### src/rtl/ring_counter_ctrl_if.sv
// Configuration write channel for ring_counter_ctrl: valid/ready handshake
// carrying a 2-bit register address and 16-bit LSB-aligned write data.
interface ring_counter_ctrl_if;
  logic        cfg_valid;
  logic        cfg_ready;
  logic [1:0]  cfg_addr;
  logic [15:0] cfg_wdata;

  modport master (output cfg_valid, output cfg_addr, output cfg_wdata, input cfg_ready);
  modport slave  (input cfg_valid, input cfg_addr, input cfg_wdata, output cfg_ready);
endinterface

### src/rtl/ring_counter_ctrl.sv
// Step scheduler for the user-area ring counter: prescaled advance pulses,
// free-run / N-step burst sequencing, seed load strobe and pad output-enable.
module ring_counter_ctrl #(
  parameter int unsigned WIDTH = 4,
  parameter int unsigned DIV_W = 16,
  parameter int unsigned CNT_W = 8
) (
  input  logic             Clock,
  input  logic             Reset,
  ring_counter_ctrl_if.slave cfg,
  input  logic             start,
  input  logic             stop,
  output logic             step_en,
  output logic             dir,
  output logic             load,
  output logic [WIDTH-1:0] load_val,
  output logic             busy,
  output logic             done,
  output logic [WIDTH-1:0] io_oeb
);

  typedef enum logic [1:0] {
    S_IDLE,
    S_LOAD,
    S_RUN,
    S_DONE
  } state_t;

  localparam logic [1:0] ADDR_DIV   = 2'd0;
  localparam logic [1:0] ADDR_BURST = 2'd1;
  localparam logic [1:0] ADDR_CTRL  = 2'd2;
  localparam logic [1:0] ADDR_SEED  = 2'd3;

  state_t           state_q, state_d;
  logic [DIV_W-1:0] div_q;
  logic [CNT_W-1:0] burst_q;
  logic [DIV_W-1:0] presc_q;
  logic [CNT_W-1:0] steps_left_q;
  logic             oe_q;
  logic             cfg_wr;
  logic             step_fire;
  logic             run_start;

  assign cfg.cfg_ready = (state_q == S_IDLE) || (cfg.cfg_addr == ADDR_CTRL);
  assign cfg_wr        = cfg.cfg_valid && cfg.cfg_ready;

  assign busy   = (state_q == S_RUN);
  assign load   = (state_q == S_LOAD);
  assign done   = (state_q == S_DONE);
  assign io_oeb = {WIDTH{~oe_q}};

  always_ff @(posedge Clock or negedge Reset) begin
    if (!Reset) begin
      state_q <= S_IDLE;
    end else begin
      state_q <= state_d;
    end
  end

  // In burst mode the final step leaves steps_left at 0 while still in RUN;
  // DONE is entered one edge later so done follows the last step_en.
  always_comb begin
    state_d   = state_q;
    step_fire = 1'b0;
    run_start = 1'b0;
    case (state_q)
      S_IDLE: begin
        if (cfg_wr && (cfg.cfg_addr == ADDR_SEED)) begin
          state_d = S_LOAD;
        end else if (start && !stop) begin
          state_d   = S_RUN;
          run_start = 1'b1;
        end
      end
      S_LOAD: state_d = S_IDLE;
      S_RUN: begin
        if (stop) begin
          state_d = S_IDLE;
        end else if ((burst_q != '0) && (steps_left_q == '0)) begin
          state_d = S_DONE;
        end else if (presc_q == div_q) begin
          step_fire = 1'b1;
        end
      end
      S_DONE:  state_d = S_IDLE;
      default: state_d = S_IDLE;
    endcase
  end

  always_ff @(posedge Clock or negedge Reset) begin
    if (!Reset) begin
      div_q    <= '0;
      burst_q  <= '0;
      dir      <= 1'b0;
      oe_q     <= 1'b0;
      load_val <= WIDTH'(1);
    end else if (cfg_wr) begin
      case (cfg.cfg_addr)
        ADDR_DIV:   div_q    <= cfg.cfg_wdata[DIV_W-1:0];
        ADDR_BURST: burst_q  <= cfg.cfg_wdata[CNT_W-1:0];
        ADDR_CTRL: begin
          dir  <= cfg.cfg_wdata[0];
          oe_q <= cfg.cfg_wdata[1];
        end
        default:    load_val <= cfg.cfg_wdata[WIDTH-1:0];
      endcase
    end
  end

  always_ff @(posedge Clock or negedge Reset) begin
    if (!Reset) begin
      presc_q      <= '0;
      steps_left_q <= '0;
      step_en      <= 1'b0;
    end else begin
      step_en <= step_fire;
      if (run_start) begin
        presc_q      <= '0;
        steps_left_q <= burst_q;
      end else if (state_q == S_RUN) begin
        if (step_fire) begin
          presc_q <= '0;
          if (burst_q != '0) begin
            steps_left_q <= steps_left_q - 1'b1;
          end
        end else begin
          presc_q <= presc_q + 1'b1;
        end
      end
    end
  end

endmodule

### src/flat_wrapper.sv
// flat-port wrapper written by rule: the top's interface ports become plain ports
module ring_counter_ctrl_flat 
#(
  parameter int unsigned WIDTH = 4,
  parameter int unsigned DIV_W = 16,
  parameter int unsigned CNT_W = 8
)
  (Clock, Reset, start, stop, step_en, dir, load, load_val, busy, done, io_oeb, cfg_cfg_valid, cfg_cfg_addr, cfg_cfg_wdata, cfg_cfg_ready);
  ring_counter_ctrl_if cfg_i ();
  input  logic Clock;
  input  logic Reset;
  input  logic start;
  input  logic stop;
  output logic step_en;
  output logic dir;
  output logic load;
  output logic [WIDTH-1:0] load_val;
  output logic busy;
  output logic done;
  output logic [WIDTH-1:0] io_oeb;
  input wire logic [$bits(cfg_i.cfg_valid)-1:0] cfg_cfg_valid;
  input wire logic [$bits(cfg_i.cfg_addr)-1:0] cfg_cfg_addr;
  input wire logic [$bits(cfg_i.cfg_wdata)-1:0] cfg_cfg_wdata;
  output wire logic [$bits(cfg_i.cfg_ready)-1:0] cfg_cfg_ready;
  assign cfg_i.cfg_valid = cfg_cfg_valid;
  assign cfg_i.cfg_addr = cfg_cfg_addr;
  assign cfg_i.cfg_wdata = cfg_cfg_wdata;
  assign cfg_cfg_ready = cfg_i.cfg_ready;
  ring_counter_ctrl #(.WIDTH(WIDTH), .DIV_W(DIV_W), .CNT_W(CNT_W)) u_core (.Clock(Clock), .Reset(Reset), .cfg(cfg_i), .start(start), .stop(stop), .step_en(step_en), .dir(dir), .load(load), .load_val(load_val), .busy(busy), .done(done), .io_oeb(io_oeb));
endmodule
### config.mk
export PLATFORM = sky130hd
export DESIGN_NAME = ring_counter_ctrl_flat
export DESIGN_NICKNAME = d
export VERILOG_FILES = /design/src/rtl/ring_counter_ctrl_if.sv /design/src/rtl/ring_counter_ctrl.sv /design/src/flat_wrapper.sv
export SDC_FILE = /design/constraint.sdc
export NUM_CORES = 1
export LEC_CHECK = 0
export ABC_AREA = 1
export CORE_MARGIN = 2
export CORE_UTILIZATION = 40
export DETAILED_ROUTE_END_ITERATION = 10
export GPL_TIMING_DRIVEN = 0
export SETUP_SLACK_MARGIN = 0.5
export SYNTH_ARGS = -nofsm -noshare
export SYNTH_HDL_FRONTEND = slang
export SYNTH_SLANG_ARGS = --single-unit
### constraint.sdc
create_clock -name Clock -period 1.44 [get_ports Clock]
set_input_delay 0.288 -clock Clock [delete_from_list [all_inputs] [get_ports Clock]]
set_output_delay 0.288 -clock Clock [all_outputs]
set_load 0.02 [all_outputs]
## After elaboration in Yosys (flattened, before gate mapping)

Cells that the tools add are included.

| storage, ports and cells | value |
|---|---|
| logic and storage cells | 62 |
| flip-flop bits (word level) | 57 |
| input bits | 23 |
| output and inout port bits | 14 |

| cells by class | value |
|---|---|
| equal/unequal tests | 9 |
| reduce and logical (&&, ||, !) cells | 21 |
| bitwise operators | 2 |
| add/subtract/negate cells | 2 |
| muxes and demuxes | 19 |

Operators by type and width:

| cell | number |
|---|---|
| 16-bit 2-to-1 mux | 3 |
| 8-bit 2-to-1 mux | 4 |
| 16-bit by 1-bit adder with 16-bit output (second input constant) | 1 |
| 16-bit == test | 1 |
| 2-bit AND reduction | 5 |
| 2-bit == test (second input constant) | 4 |
| 8-bit logical NOT | 1 |
| 2-bit 2-to-1 mux | 4 |
| 8-bit nonzero test | 1 |
| 8-bit by 1-bit subtractor with 8-bit output (second input constant) | 1 |
| 1-bit 2-to-1 mux | 7 |
| 2-bit one-hot mux with 3 select lines | 1 |
| 2-bit nonzero test | 3 |
| 2-bit by 1-bit == test with 1-bit output (second input constant) | 2 |
| 1-bit logical AND | 4 |
| 2-bit logical NOT | 2 |
| 3-bit by 2-bit != test with 1-bit output (second input constant) | 1 |
| 3-bit != test (second input constant) | 1 |
| 3-bit AND reduction | 1 |
| 3-bit OR reduction | 1 |
| 1-bit NOT | 2 |
| 2-bit OR reduction | 1 |
| 1-bit logical NOT | 1 |
| 1-bit logical OR | 1 |

## Logic depth before layout (Yosys ltp)

| logic depth | value |
|---|---|
| word-level depth | 8 |
| gate-level depth with buffers | 11 |
| depth with buffers taken out | 11 |

## Least setup slack after synthesis

No wires, ideal clock.

| timing path | value |
|---|---|
| path type | register to register |
| start point | register u_core.state_q[0] |
| end point | register u_core.presc_q[7] |
| clock period less this slack | 1.600 ns |
| setup slack | -0.160 ns |
| data arrival time | 1.477 ns |
| library setup time | 0.124 ns |
| required time | 1.316 ns |
| buffers on the path | 1 |
| stages on the path, launching flop included | 9 |
| path through | dfrtp_1 > nor2_4 > inv_2 > or2_4 > a21oi_2 > nand3_2 > nand2_2 > buf_4 > nor3_1 |

| on the way | value |
|---|---|
| elaborated cells between the ends (all ways) | 12 |
| classes of those cells | 1 x eq/ne; 6 x mux; 5 x reduce/logical |

RTL lines:

| element | RTL line | RTL |
|---|---|---|
| start, declared | ring_counter_ctrl.sv:34 | `state_t state_q, state_d;` |
| start signal, assigned | ring_counter_ctrl.sv:56 | `state_q <= state_d;` |
| 2-bit == test (*) | -- |  |
| net busy | flat_wrapper.sv:18 | `output logic busy;` |
| 1-bit 2-to-1 mux | ring_counter_ctrl.sv:66 | `case (state_q)` |
| 16-bit 2-to-1 mux | ring_counter_ctrl.sv:121 | `if (step_fire) begin` |
| 16-bit 2-to-1 mux | ring_counter_ctrl.sv:120 | `end else if (state_q == S_RUN) begin` |
| 16-bit 2-to-1 mux | ring_counter_ctrl.sv:117 | `if (run_start) begin` |
| end signal, assigned | ring_counter_ctrl.sv:127 | `presc_q <= presc_q + 1'b1;` |
| end, declared | ring_counter_ctrl.sv:37 | `logic [DIV_W-1:0] presc_q;` |

Mark *: on every way through the listed nets, which the timed path passes. The rest lies on a longest branch. The select of a mux whose other input is x is not followed.
A chain may end at the register's enable or synchronous reset.

## Worst setup path after layout

| timing path | value |
|---|---|
| start point | register u_core.div_q[3] |
| end point | register u_core.steps_left_q[1] |

| on the way | value |
|---|---|
| cells in the longest elaborated chain, start to end | 7 |

Ends and longest elaborated chain:

| element | RTL line | RTL |
|---|---|---|
| start, declared | ring_counter_ctrl.sv:35 | `logic [DIV_W-1:0] div_q;` |
| start signal, assigned | ring_counter_ctrl.sv:99 | `ADDR_DIV: div_q <= cfg.cfg_wdata[DIV_W-1:0];` |
| 16-bit == test | ring_counter_ctrl.sv:81 | `end else if (presc_q == div_q) begin` |
| 1-bit 2-to-1 mux | ring_counter_ctrl.sv:81 |  |
| 1-bit 2-to-1 mux | ring_counter_ctrl.sv:79 | `end else if ((burst_q != '0) && (steps_left_q == '0)) begin` |
| 1-bit 2-to-1 mux | ring_counter_ctrl.sv:77 | `if (stop) begin` |
| 1-bit 2-to-1 mux | ring_counter_ctrl.sv:66 |  |
| 2-bit nonzero test (no source line) | -- |  |
| 3-bit AND reduction (no source line) | -- |  |
| end signal, assigned | ring_counter_ctrl.sv:119 | `steps_left_q <= burst_q;` |
| end signal, assigned | ring_counter_ctrl.sv:124 | `steps_left_q <= steps_left_q - 1'b1;` |
| end, declared | ring_counter_ctrl.sv:38 | `logic [CNT_W-1:0] steps_left_q;` |

Every way passes these cells.

==> summary.md <==
| Metric | Value |
|---|---|
| Via count | `3,202` |
| Final setup fails | `55` |
| Vias in the first global route | `roughly 3,100` |
| GRT Resource Usage Total | `between 20% and 30%` |
| Clock Path Buffers | `2` |
| RD Place Congestion | `between 0.8 and 0.9` |
| Layout cells sized above 1 | `40.9%` |
| Post-DP HPWL | `5210 µm` |
| Yosys cell types | `30` |
| Initial drt markers | `202` |
| ANT nets after route | `0` |
| Die Y-Extent | `~90 µm` |
| Fin worst setup slack | `-0.249 ns` |
| CTS Buf Count | `9` |
| Dominant synthesized flop cell | `dfrtp_1` |
| Filler cells | `572` |
| TritonCTS clock tree | `built` |
| Worst Skew | `0.0120 ns` |
| Ys async rst share | `100%` |
| First-pass GRT wire length | `14,000 µm` |
| Total gr overflow | `0` |
| Ant diodes | `0` |
| Outcome | `complete, but fails checks` |
| CTS Hold Bufs | `0` |
| PortBufs | `36` |
| Synth warn | `0` |
| Num Clock Sinks | `57` |
| Clock root buffer | `clkbuf_8` |
| Largest net degree at the start of global routing | `30` |
| Critical Path Sink Type | `register` |
| Number of H-tree levels | `3` |
| Post-synth net total | `around 450` |
| Max-cap viol count | `0` |
| Die ar. | `8460 µm²` |
| Crit-path max FO | `8` |
| Synthesized flop and latch total | `57` |
| RSZ-0062 raised after global routing | `yes` |
| Startpoint Class | `register` |
| DRC violations left | `0` |
| EDFF count, synth | `0` |
| Drt total wl | `roughly 9400 µm` |
| Initial antenna violation count | `0` |
| Final Hold Viols | `0` |
| Smallest hold slack | `0.00197 ns` |
| Wire length per cell | `approximately 15 µm` |
| First-pass DRT Iterations | `5` |
| Fin util | `67.5%` |
| Syn Area/Cell | `7.32 µm²` |
| Clk Latency, worst-skew pair | `~0.34 ns` |
| Maximum VDD drop | `approximately 1000 µV` |
| Post-DR vias/cell | `5.03` |
| Sequential share of the synthesized area | `a little under half` |
| Crit Path Category | `register to register` |
| Dpl cell area | `about 3600 µm²` |
| Pwr Density | `1810 nW/µm²` |
| Slew at the pin with the worst max-slew slack | `just over 0.7 ns` |
| Final slew viol count | `0` |
| Tcrit/Tclk final | `117%` |
| Rows | `32` |
| Die W | `between 90 and 100 µm` |
| Max_slew headroom | `approximately 53%` |
| Initial Utilization | `40.7%` |
| Tightest Hold Check Type | `primary input to asynchronous set/reset pin` |
| Fin crit period | `1.69 ns` |
| Failing checks | `negative setup slack` |
| Area delta synth->final | `65.7%` |
| Mapped Area | `3100 µm²` |
| Core Box Area | `7610 µm²` |
| Synthesized instance count | `between 400 and 500` |
| I/O pin count | `37` |
| Layout net count | `556` |
| Post-route cell area | `5130 µm²` |
| Worst-path clk slew | `0.07 ns` |
| LEAKAGE | `2.46 nW` |
| Achievable frequency | `592 MHz` |
| Crit path arrival time | `1.92 ns` |
| CP Data Required Time | `1.67 ns` |
layer usage:
layer  global-route usage [%]  share of wire [%]  vias to the layer above
met2                     35.4                 51                      103
li1                         -                  -                     1528
met1                     27.0                 43                     1554
met4                     6.59                1.4                        0
met5                        0                  0                        -
met3                     4.52                4.7                       17
per-stage QoR:
step / setup slack (ns) / std cells / total power (W) / setup TNS (ns)
6_report: -0.249 / 637 / 0.00930 / -8.01
5_1_grt: -0.346 / 637 / 0.00989 / -12.42
4_1_cts: -0.197 / 608 / 0.00813 / -6.04
3_5_place_dp: -0.789 / 562 / 0.00534 / -30.21
3_3_place_gp: -1.79 / 561 / 0.00528 / -130.53
2_1_floorplan: -0.152 / 423 / 0.00449 / -3.81
flip-flops by register name, indices dropped and copies added (netlist names):
signal,flops
u_core.div_q,16
u_core.presc_q,16
u_core.burst_q,8
u_core.steps_left_q,8
u_core.load_val,4
u_core.state_q,2
u_core.dir,1
u_core.oe_q,1
u_core.step_en,1
cells by family (layout without fill, tap and decap cells):
logic type | after synthesis | count (layout) | share of synthesized area [%]
AND/OR/NAND/NOR | 225 | 226 | 30.3
buffers and inverters | 76 | 187 | 10.2
flip-flops | 57 | 57 | 46.1
AO/OA/AOI/OAI | 49 | 49 | 8.24
XOR/XNOR | 10 | 10 | 2.83
adder cells (fa/ha/maj) | 3 | 3 | 1.21
multiplexers | 3 | 3 | 1.09
report_power, final:
part,switching (W),internal (W)
combinational,0.00244,0.00223
sequential,0.000524,0.00217
clock,0.000686,0.00125
synth_stat cells, types with 2 or more instances:
library cell | instances | area [µm²]
xnor2_1 | 4 | 35.0
nor2_1 | 53 | 199
nand3_1 | 18 | 90.1
ha_1 | 3 | 37.5
mux2_2 | 3 | 33.8
buf_4 | 5 | 37.5
nor3_1 | 17 | 85.1
dfrtp_1 | 56 | 1400
inv_2 | 2 | 7.51
a21oi_1 | 17 | 85.1
nand4_1 | 4 | 25.0
xor2_1 | 6 | 52.6
nand2_1 | 124 | 465
buf_2 | 3 | 15.0
clkbuf_1 | 4 | 15.0
nand2_2 | 3 | 18.8
nand3_2 | 2 | 20.0
o21ai_0 | 28 | 140
inv_1 | 60 | 225
path summary, 6_finish.rpt:
kind                                                     start                                 end  slack (ns)  depth (start not counted)
worst max-delay path               u_core.div_q[3]$_DFFE_PN0P_  u_core.steps_left_q[1]$_DFFE_PN0P_       -0.25                         12
worst min-delay path                                     Reset         u_core.div_q[1]$_DFFE_PN0P_       0.002                          1
worst max register to register     u_core.div_q[3]$_DFFE_PN0P_  u_core.steps_left_q[1]$_DFFE_PN0P_       -0.25                         12
worst min register to register  u_core.load_val[0]$_DFFE_PN1P_      u_core.load_val[0]$_DFFE_PN1P_        0.48                          2
max in group asynchronous                                Reset         u_core.div_q[7]$_DFFE_PN0P_        0.84                          2
min in group Clock              u_core.load_val[0]$_DFFE_PN1P_      u_core.load_val[0]$_DFFE_PN1P_        0.48                          2
worst max-delay path: stages, from the launching register on:
cell     delay (ns)
dfrtp_1        0.40
inv_1          0.07
nand2_1        0.08
nand2_1        0.07
nor2_2         0.15
nand2_2        0.08
nor2_4         0.15
nand3_4        0.12
nand2_8        0.12
buf_6          0.12
nand2_8        0.08
nand2_2        0.06
nand2_1        0.05
cell usage in the layout, fill, tap and decap left out, drive strengths merged, types with 2 or more instances in the layout:
master and n:
o21ai 28, buf 83, nand4 4, xor2 6, a21oi 18, bufinv 3, clkbuf 16, nor3 18
mux2 3, ha 3, dfrtp 56, inv 62, clkinv 2, xnor2 4, clkdlybuf4s50 20, nor2 54
nand2 127, nand3 21
what timing repair did:
item	4_1_cts	5_1_grt
hold endpoints to repair	0	0
setup buffers	27	24
setup endpoints to repair	69	71
pin swaps	16	27
cloned	3	5
resized for setup	174	112
final cells by class:
cell class / instances / area, µm² / area share, %
multi-input cells: 291 / 1880 / 36.6
well taps: 102 / 128 / 2.49
inverters: 63 / 241 / 4.71
clock inverters: 4 / 98.8 / 1.93
plain buffers: 13 / 183 / 3.56
repair buffers: 95 / 1010 / 19.8
flip-flops and latches: 57 / 1430 / 27.9
clock buffers: 12 / 155 / 3.02
No activity file was read; power rests on OpenSTA's default activity.
